<file path="src/rtl/truth_table_sweeper.sv">
// Clocked stimulus-and-capture stage: sweeps every N_IN-bit vector into a combinational
// DUT, samples its output into a truth table and scores it against an expected table.
// The captured-table port is named truth_table because `table` is a reserved word.
module truth_table_sweeper #(
  parameter int N_IN = 3,
  parameter int HOLD = 1
) (
  input  logic                   clk,
  input  logic                   rst,
  input  logic                   start,
  input  logic [(1<<N_IN)-1:0]   expected,
  input  logic                   dut_y,
  output logic [N_IN-1:0]        vec,
  output logic                   busy,
  output logic                   done,
  output logic                   pass,
  output logic [(1<<N_IN)-1:0]   truth_table,
  output logic [N_IN:0]          err_count,
  output logic [N_IN-1:0]        first_err,
  output logic                   first_err_valid
);

  localparam int              TW        = 1 << N_IN;
  localparam logic [3:0]      HOLD_LAST = 4'(HOLD - 1);
  localparam logic [N_IN-1:0] VEC_ONE   = 1;
  localparam logic [N_IN:0]   ERR_ONE   = 1;

  typedef enum logic {IDLE, RUN} state_t;

  state_t          state, state_next;
  logic [3:0]      hold_cnt;
  logic [TW-1:0]   exp_q;
  logic            sample;
  logic            mismatch;
  logic            last_vec;

  // NOTE: every always_comb output gets a default first so no path can infer a latch.
  always_comb begin
    sample     = (state == RUN) && (hold_cnt == HOLD_LAST);
    mismatch   = (dut_y != exp_q[vec]);
    last_vec   = (vec == {N_IN{1'b1}});
    state_next = state;
    case (state)
      IDLE:    if (start) state_next = RUN;
      RUN:     if (sample && last_vec) state_next = IDLE;
      default: state_next = IDLE;
    endcase
  end

  // NOTE: sequential state uses non-blocking assignments so all registers update together.
  always_ff @(posedge clk or posedge rst) begin
    if (rst) state <= IDLE;
    else     state <= state_next;
  end

  // NOTE: the latched expected table is a plain register, so it is reset along with the results.
  always_ff @(posedge clk or posedge rst) begin
    if (rst) begin
      vec             <= '0;
      busy            <= 1'b0;
      done            <= 1'b0;
      pass            <= 1'b0;
      truth_table     <= '0;
      err_count       <= '0;
      first_err       <= '0;
      first_err_valid <= 1'b0;
      hold_cnt        <= '0;
      exp_q           <= '0;
    end else begin
      done <= 1'b0;
      case (state)
        IDLE: begin
          if (start) begin
            exp_q           <= expected;
            truth_table     <= '0;
            err_count       <= '0;
            pass            <= 1'b0;
            first_err       <= '0;
            first_err_valid <= 1'b0;
            vec             <= '0;
            hold_cnt        <= '0;
            busy            <= 1'b1;
          end
        end
        RUN: begin
          if (!sample) begin
            hold_cnt <= hold_cnt + 4'd1;
          end else begin
            truth_table[vec] <= dut_y;
            if (mismatch) begin
              err_count <= err_count + ERR_ONE;
              if (!first_err_valid) begin
                first_err       <= vec;
                first_err_valid <= 1'b1;
              end
            end
            // Final vector: vec stays put so it shows the last vector driven.
            if (last_vec) begin
              busy <= 1'b0;
              done <= 1'b1;
              pass <= !first_err_valid && !mismatch;
            end else begin
              vec      <= vec + VEC_ONE;
              hold_cnt <= '0;
            end
          end
        end
        default: ;
      endcase
    end
  end

endmodule

</file>
<file path="config.mk">
export PLATFORM = sky130hd
export DESIGN_NAME = truth_table_sweeper
export DESIGN_NICKNAME = d
export VERILOG_FILES = /design/src/rtl/truth_table_sweeper.sv
export SDC_FILE = /design/constraint.sdc
export NUM_CORES = 1
export LEC_CHECK = 0
export ABC_AREA = 1
export CAP_MARGIN = 10
export CORE_MARGIN = 5
export CORE_UTILIZATION = 55
export DETAILED_ROUTE_END_ITERATION = 6
export GPL_TIMING_DRIVEN = 0
export PLACE_DENSITY = 0.84
export SYNTH_ARGS = -nofsm -noshare
export SYNTH_HDL_FRONTEND = slang
export SYNTH_SLANG_ARGS = --single-unit
</file>
<file path="constraint.sdc">
create_clock -name clk -period 3.6 [get_ports clk]
set_input_delay 0.36 -clock clk [delete_from_list [all_inputs] [get_ports clk]]
set_output_delay 0.36 -clock clk [all_outputs]
set_load 0.05 [all_outputs]
</file>
* Word level (Yosys, flattened, before mapping)
Index checks and enable logic that the tools add are counted.
Word-level totals: register bits 35, output and inout port bits 22
Cells by class: muxes and demuxes 40, order comparisons 2, add/subtract/negate cells 3, equality and inequality tests 9, reductions and logical operators 14, bitwise operators 1
Operators by type and width (count):
- $mux W4 | 5
- $mux W3 | 6
- $mux W8 | 2
- $pmux W4 S2 | 2
- $pmux W8 S2 | 1
- $mux W1 | 15
- $pmux W3 S2 | 2
- $reduce_and A3 Y1 | 3
- $add A4 B1 Y4 const B | 2
- $bwmux W8 | 1
- $pmux W1 S2 | 4
- $ne A2 B1 Y1 const B | 3
- $ne A2 B2 Y1 const B | 3
- $reduce_and A2 Y1 | 3
- $logic_and A1 B1 Y1 | 4
- $logic_not A4 Y1 | 1
- $lt A3 B4 Y1 const B | 1
- $reduce_and A4 Y1 | 1
- $add A3 B1 Y3 const B | 1
- $bmux W1 S3 | 1
- $demux W1 S3 | 1
- $eq A3 B3 Y1 const B | 1
- $ge A3 B1 Y1 const B | 1
- $ne A3 B3 Y1 const B | 1
- other kinds (3) | 4

* Longest topological paths before layout
Gate-level depths: netlist of the first run.
word-level depth 8, mapped depth 12, gate-level depth less buffers 10

* Least setup slack after synthesis of the first run
Ideal clock, no wire load.
path type reg2reg, from reg vec[0], to reg err_count[0], period minus slack after synthesis 1.756 ns, cell stages (with the launch flop) 12, data arrival time 1.617 ns, path slack 1.844 ns, library setup time 0.139 ns, data required time 3.461 ns, buffers on the path 2, path through dfrtp_1 buf_6 inv_6 buf_8 nand2_2 nand3_2 nand2_2 nor2_1 nand2_1 nand3_4 nand2_2 o21ai_2
On the way: cells in the longest elaborated chain, start to end 5
Ends and longest elaborated chain:
- start: declaration | RTL line 13 | output logic [N_IN-1:0] vec,
- start signal: assignment | RTL line 103 | vec <= vec + VEC_ONE;
- $bmux W1 S3 | RTL line 40 | mismatch = (dut_y != exp_q[vec]);
- $mux W1 (not written as such) | RTL line 40
- $ne A1 B1 Y1 | RTL line 40
- $ne A2 B1 Y1 (no line)
- $reduce_and A3 Y1 (no line)
- end signal: assignment | RTL line 91 | err_count <= err_count + ERR_ONE;
- end: declaration | RTL line 18 | output logic [N_IN:0] err_count,
Every way passes these cells. The select of a mux whose other input is x is not followed. A chain may end at the register's enable or synchronous reset.

* Worst setup path in the final report of the first run
from reg vec[2], to out vec[2]
No word-level cell between the ends.

==> results of run 1 <==
[registers in the layout (all words and copies together) (netlist names), 3 cells and up]
signal / flops
exp_q: 8
truth_table: 8
err_count: 4
hold_cnt: 4
first_err: 3
vec: 3
[stage by stage]
stage,utilization (%),setup WS [ps],instances,instance area [um^2]
floorplan,-,1840,198,1750
global placement,69.9,1650,275,2130
detailed placement,70.8,1630,276,2160
CTS,73.0,1540,284,2230
global route,73.0,1480,284,2230
finish,73.0,1540,284,2230
[metal layers]
| metal | vias to the layer above | part of all wire (%) | track usage (%) |
|---|---|---|---|
| met3 | 8 | 4.6 | 5.78 |
| met1 | 657 | 48 | 25.3 |
| met2 | 31 | 46 | 29.0 |
| met4 | 0 | 2.0 | 8.38 |
| li1 | 720 | - | - |
| met5 | - | 0 | 0 |
[cell usage after synthesis]
| library cell | n |
|---|---|
| sky130_fd_sc_hd__a21oi_1 | 9 |
| sky130_fd_sc_hd__buf_6 | 1 |
| sky130_fd_sc_hd__buf_8 | 1 |
| sky130_fd_sc_hd__clkbuf_1 | 2 |
| sky130_fd_sc_hd__dfrtp_1 | 35 |
| sky130_fd_sc_hd__ha_1 | 5 |
| sky130_fd_sc_hd__inv_1 | 26 |
| sky130_fd_sc_hd__inv_2 | 5 |
| sky130_fd_sc_hd__inv_6 | 1 |
| sky130_fd_sc_hd__nand2_1 | 49 |
| sky130_fd_sc_hd__nand2_2 | 6 |
| sky130_fd_sc_hd__nand2_4 | 1 |
| sky130_fd_sc_hd__nand3_1 | 11 |
| sky130_fd_sc_hd__nand3_2 | 4 |
| sky130_fd_sc_hd__nand3_4 | 1 |
| sky130_fd_sc_hd__nand4_1 | 3 |
| sky130_fd_sc_hd__nor2_1 | 6 |
| sky130_fd_sc_hd__nor2_8 | 1 |
| sky130_fd_sc_hd__o21ai_0 | 10 |
| sky130_fd_sc_hd__o21ai_1 | 4 |
| sky130_fd_sc_hd__o21ai_2 | 3 |
| sky130_fd_sc_hd__o21bai_1 | 1 |
| sky130_fd_sc_hd__o21bai_2 | 1 |
| sky130_fd_sc_hd__o22ai_1 | 8 |
| sky130_fd_sc_hd__o31ai_1 | 1 |
| sky130_fd_sc_hd__xnor2_1 | 1 |
| sky130_fd_sc_hd__xor2_1 | 2 |
[cell usage in the layout, fill, tap and decap left out, drive strengths merged]
master / n
inv: 32
o22ai: 8
clkbuf: 10
nand2: 56
clkdlybuf4s50: 33
xor2: 2
dfrtp: 35
xnor2: 1
ha: 5
nand3: 16
nand4: 3
a21oi: 9
nor2: 7
buf: 3
o21bai: 2
o21ai: 17
o31ai: 1
[final timing paths]
kind	to	cells after the start	slack, ps	from
setup / recovery	vec[2]	1	1540	vec[2]$_DFFE_PP0P_
hold reg to reg	busy$_DFFE_PP0P_	2	480	busy$_DFFE_PP0P_
setup reg to reg	vec[1]$_DFFE_PP0P_	9	1930	hold_cnt[0]$_DFFE_PP0P_
hold / removal	exp_q[3]$_DFFE_PP0P_	2	380	rst
min in group clk	busy$_DFFE_PP0P_	2	480	busy$_DFFE_PP0P_
max in group asynchronous	hold_cnt[2]$_DFFE_PP0P_	3	2700	rst
[logic make-up after synthesis]
logic type               Yosys count  share of synthesized area (%)
AO/OA/AOI/OAI                     37                           12.5
XOR/XNOR                           3                           1.50
adder cells (fa/ha/maj)            5                           3.58
buffers and inverters             36                           9.09
flip-flops                        35                           50.1
AND/OR/NAND/NOR                   82                           23.3
[power by group]
group          leakage [nW]  switching, mW  internal (mW)
registers             0.435          0.110          0.556
logic                 0.598          0.740          0.385
clock network        0.0386          0.129          0.115
[final cells by class]
class,instances,area (um^2)
buffer,4,33.8
fill,252,823
clock buffer,8,68.8
multi-input combinational,127,713
tap,44,55.1
sequential,35,876
timing repair buffer,34,358
inverter,32,125
==> metrics.md, run 1 <==
| Metric | Value |
|---|---|
| Number of warning messages in the yosys log | `0` |
| Worst rel slew slack | `59.2%` |
| I/O pin count | `34` |
| Die boundary width | `roughly 66 um` |
| Area of the core | `between 0.003 and 0.004 mm^2` |
| Clock skew after layout | `around 10 ps` |
| Area grow syn2layout | `27.6%` |
| Worst Path Class, Setup | `flip-flop to primary output` |
| Cell chain of the critical path | `clkdlybuf4s50_1` |
| Crit path largest cell delay | `870 ps` |
| Die outline height | `66.4 um` |
| Count of instances resized after the clock tree is built | `0` |
| Clock transition time at the flip-flop clock pins of the worst setup and hold paths | `between 100 and 150 ps` |
| Total setup violations reported at the end of the flow | `0` |
| Root Buffer | `sky130_fd_sc_hd__clkbuf_4` |
| Avg Vias per Cell | `around 5.0` |
| Global router's overall resource usage | `19.2%` |
| Final clock period utilization by the worst path | `a little under three fifths` |
| Mean instance size in the synthesized netlist | `just under 9 um^2` |
| Dominant cell type by area after synthesis | `sky130_fd_sc_hd__dfrtp_1` |
| Launching element type of the critical path | `flip-flop` |
| Area contributors post-synth | `sky130_fd_sc_hd__dfrtp_1 (50%), sky130_fd_sc_hd__nand2_1 (11%), sky130_fd_sc_hd__inv_1 (5.6%)` |
| Starting DRT DRC Count | `between 90 and 100` |
| Vias in the first global route | `1413` |
| Crit path buffers/inverters | `1` |
| Syn Nets | `215` |
| Die outline area | `approximately 0.0044 mm^2` |
| Crit Path Max Fanout | `7` |
| Post-route antenna net violation count | `0` |
| Worst hold margin | `380 ps` |
| Unrepaired setup endpoints after global routing | `no` |
| Minimum period implied by the final worst setup slack | `slightly above 2000 ps` |
| Net count of the finished layout | `approximately 260` |
| Post-synth design cell area | `0.00175 mm^2` |
| Drt drc | `0` |
| # rows | `20` |
| Pin count of the biggest net entering global routing | `23` |
| Number of flip-flops and latches in the synthesized netlist | `35` |
| Pwr Total | `just over 2 mW` |
| Slowest cell on the critical path | `sky130_fd_sc_hd__clkdlybuf4s50_1` |
| TritonCTS sink count | `35` |
| Inserted Diodes | `0` |
| Clk Latency, worst-skew pair | `around 340 ps` |
| Run status | `completed` |
| Top cell type's share of synthesized area | `between 50% and 60%` |
| Post-CTS Setup Repair Bufs | `0` |
| First-pass GRT wire length | `6330 um` |
| Peak ir drop on the vdd network | `0.000537 V` |
| Leftover overflow at the end of global routing | `0` |
| Number of antenna violations at the first check in global routing | `0` |
| Count of pins over their slew limit | `0` |
| Maximum clock insertion buffer count | `2` |
| Total routed wirelength | `~3500 um` |
| CTS buffer count | `5` |
| Final hold violations | `0` |
| Required time of the worst setup path | `approximately 3200 ps` |
| Cell family contributing the most delay on the critical path | `buffers and inverters` |
| Total Neg Setup Slack | `0 ps` |
| Fmax | `0.485 GHz` |
| Fraction of layout cells with a size suffix above 1 | `13.8%` |
| Detail-routed net length per standard cell | `about 12 um` |
| Routed vias | `~1400` |
| MaxCap Viol Count | `0` |
| Category of the worst setup path capture point | `primary output` |
| Maximum level of the CTS H-tree | `2` |
| Gate count after technology mapping | `198` |
| Number of detailed-route iterations in the first pass | `5` |
| Critical Path AT | `1700 ps` |
| Global placement routability congestion | `around 0.86` |
| Sequential fraction of the synthesis area | `between 50% and 60%` |
| Clock tree from TritonCTS | `built` |
| Netlist cell types | `27` |
| Quantity of I/O buffers inserted on ports | `33` |
| Path category of the worst min-delay check | `input port to asynchronous set/reset pin` |
| Number of hold buffers added after CTS | `0` |
| Estimated wirelength of the detail-placed design | `roughly 2700 um` |
| LEAKAGE | `about 1.1 nW` |
| Power density normalized to cell area | `roughly 900 mW/mm^2` |
| Starting Density | `a little under three fifths` |
| Worst slew pin tran | `609 ps` |
No activity file was read; power rests on OpenSTA's default activity.
==> run 2, diff against run 1 <==
--- a/config.mk
+++ b/config.mk
@@ -8,10 +8,10 @@
 export ABC_AREA = 1
 export CAP_MARGIN = 10
 export CORE_MARGIN = 5
-export CORE_UTILIZATION = 55
+export CORE_UTILIZATION = 46
 export DETAILED_ROUTE_END_ITERATION = 6
 export GPL_TIMING_DRIVEN = 0
-export PLACE_DENSITY = 0.84
+export PLACE_DENSITY = 0.75
 export SYNTH_ARGS = -nofsm -noshare
 export SYNTH_HDL_FRONTEND = slang
 export SYNTH_SLANG_ARGS = --single-unit
==> constraint.sdc (replaced) <==
create_clock -name clk -period 1.72 [get_ports clk]
set_input_delay 0.172 -clock clk [delete_from_list [all_inputs] [get_ports clk]]
set_output_delay 0.172 -clock clk [all_outputs]
set_load 0.05 [all_outputs]
==> run 2 against run 1 <==
Cell area is 4.4% higher. Via count grew 0.85%. Clock skew shrank 8.3 ps. Final cell count up 3.2%. Wire length increased by 1.5%. First-iteration DRC count down 30%. Power is 120% higher. Non-clock buffer count up 5. Global-route usage shrank 4.3 points. Clock-buffer cell count unchanged. Sequential power grew 110%. Register-to-register slack got worse by 1800 ps. Largest cell class unchanged.
==> metrics.md, run 2 (same netlist as run 1, synthesis figures left out) <==
| Metric | Value |
|---|---|
| Top routing layer in use | `met4` |
| Most frequent cells in the layout | `sky130_fd_sc_hd__nand2_1 (47), sky130_fd_sc_hd__dfrtp_1 (33), sky130_fd_sc_hd__clkdlybuf4s50_1 (28)` |
| Biggest regs | `exp_q: 8 flops, truth_table: 8 flops` |
| # rows | `22` |
| Required time of the worst setup path | `roughly 1600 ps` |
| Unrepaired setup endpoints after global routing | `yes` |
| Amount of wire on met2 after detailed routing | `approximately 1700 um` |
| Net count of the finished layout | `between 200 and 300` |
| Area of all placed cells without fillers | `around 0.0023 mm^2` |
| Area grow syn2layout | `33.2%` |
| Final hold violations | `0` |
| Number of hold buffers added after CTS | `0` |
| Cell family contributing the most delay on the critical path | `buffers and inverters` |
| Worst slew pin tran | `540 ps` |
| Avg Vias per Cell | `just under 5` |
| Die boundary width | `just over 70 um` |
| Count of pins over their slew limit | `0` |
| Maximum level of the CTS H-tree | `2` |
| Number of instances in the placed design | `280` |
| Crit. path cell count | `1` |
| Crit Path Max Fanout | `4` |
| First-pass GRT wire length | `around 6000 um` |
| I/O pin count | `34` |
| Launching element type of the critical path | `flip-flop` |
| Total Neg Setup Slack | `0 ps` |
| Maximum clock insertion buffer count | `2` |
| Wire length the detailed router placed on met1 | `roughly 1600 um` |
| Pin count of the biggest net entering global routing | `24` |
| LEAKAGE | `1.16 nW` |
| Critical Path AT | `about 1500 ps` |
| Most common cell after layout, fill and taps aside | `sky130_fd_sc_hd__nand2_1` |
| Run status | `completed` |
| Root Buffer | `sky130_fd_sc_hd__clkbuf_8` |
| Capture instance of the worst register-to-register path | `first_err_valid$_DFFE_PP0P_` |
| Worst flop-to-flop path startpoint | `vec[0]$_DFFE_PP0P_` |
| Cell chain of the critical path | `clkdlybuf4s50_1` |
| Peak ir drop on the vdd network | `a little over 0.0009 V` |
| Power density normalized to cell area | `1910 mW/mm^2` |
| Number of cells on the worst reg-to-reg path | `10` |
| Post-route antenna net violation count | `0` |
| Clock tree from TritonCTS | `built` |
| Estimated wirelength of the detail-placed design | `roughly 2700 um` |
| Global router's overall resource usage | `between 10% and 20%` |
| Drt drc | `0` |
| Category of the worst setup path capture point | `primary output` |
| Fraction of layout cells with a size suffix above 1 | `between 15 and 20%` |
| Setup slack, reg-to-reg | `about 120 ps` |
| Die outline area | `about 0.005 mm^2` |
| Crit path buffers/inverters | `1` |
| Leftover overflow at the end of global routing | `0` |
| Number of detailed-route iterations in the first pass | `4` |
| Post-Place Cell Area | `around 0.0022 mm^2` |
| Share of the core filled with cells in the final layout | `63.6%` |
| Global placement routability congestion | `slightly below 0.8` |
| Crit path largest cell delay | `approximately 800 ps` |
| Starting Density | `roughly 48%` |
| Total setup violations reported at the end of the flow | `0` |
| Routed met3 length | `between 150 and 200 um` |
| Final clock period utilization by the worst path | `a little over nine tenths` |
| Number of antenna violations at the first check in global routing | `0` |
| Clock transition time at the flip-flop clock pins of the worst setup and hold paths | `roughly 60 ps` |
| Fmax | `~0.6 GHz` |
| Inserted Diodes | `0` |
| Starting DRT DRC Count | `between 60 and 70` |
| Clk Latency, worst-skew pair | `280 ps` |
| Path category of the worst min-delay check | `input port to asynchronous set/reset pin` |
| Slowest cell on the critical path | `sky130_fd_sc_hd__clkdlybuf4s50_1` |
| Clock skew after layout | `1.93 ps` |
| Area of the core | `~0.0037 mm^2` |
| CTS buffer count | `5` |
| Total routed wirelength | `3570 um` |
| Worst rel slew slack | `a little under two thirds` |
| Routed vias | `1428` |
| Die outline height | `about 72 um` |
| MaxCap Viol Count | `0` |
| Minimum period implied by the final worst setup slack | `between 1500 and 2000 ps` |
| Quantity of I/O buffers inserted on ports | `33` |
| TritonCTS sink count | `35` |
| Final Instance Count excl. Fillers | `about 300` |
| Worst Path Class, Setup | `flip-flop to primary output` |
| Detail-routed net length per standard cell | `between 10 and 15 um` |
| Vias in the first global route | `~1400` |
[run 2: how the worst max path moves through the flow]
stage / endpoint / start / slack [ps]
4_1_cts: err_count[0] / err_count[0]$_DFFE_PP0P_ / 3
2_1_floorplan: err_count[0]$_DFFE_PP0P_ / vec[2]$_DFFE_PP0P_ / 50
3_3_place_gp: vec[0]$_DFFE_PP0P_ / rst / -110
5_1_grt: hold_cnt[2]$_DFFE_PP0P_ / hold_cnt[0]$_DFFE_PP0P_ / -20
3_5_place_dp: exp_q[0]$_DFFE_PP0P_ / start / -130
6_report: first_err_valid / first_err_valid$_DFFE_PP0P_ / 60
[run 2: layer usage]
layer / global-route usage [%] / vias to the layer above
met1: 19.1 / 657
met5: 0 / -
met2: 23.1 / 32
li1: - / 734
met3: 4.49 / 5
met4: 7.10 / 0
[run 2: timing repair]
item | in CTS | in global routing
endpoints found under the setup margin | 2 | 12
setup buffers | 0 | 5
pin swaps | 0 | 1
resized for setup | 2 | 9
[run 2: per-stage QoR]
| stage | hold slack (ps) | setup slack (ps) | total power, mW |
|---|---|---|---|
| after CTS | 253 | 3.14 | 4.42 |
| after global routing | 307 | -18.5 | 4.77 |
| final | 237 | 58.8 | 4.46 |
| after global placement | 454 | -111 | 3.72 |
| after detailed placement | 458 | -130 | 3.78 |
| after floorplan | 293 | 53.6 | 3.09 |
[run 2: power breakdown]
part | internal, mW | leakage, nW | total (mW) | switching (mW)
clock | 0.365 | 0.0515 | 0.639 | 0.274
sequential | 1.17 | 0.432 | 1.40 | 0.227
combinational | 0.845 | 0.673 | 2.42 | 1.57
[run 2: area by class of cell]
type / instances / area (um^2)
buffer: 4 / 33.8
fill: 320 / 1330
timing repair buffer: 39 / 400
multi-input combinational: 127 / 728
clock buffer: 8 / 100
tap: 48 / 60.1
inverter: 32 / 128
sequential: 35 / 878
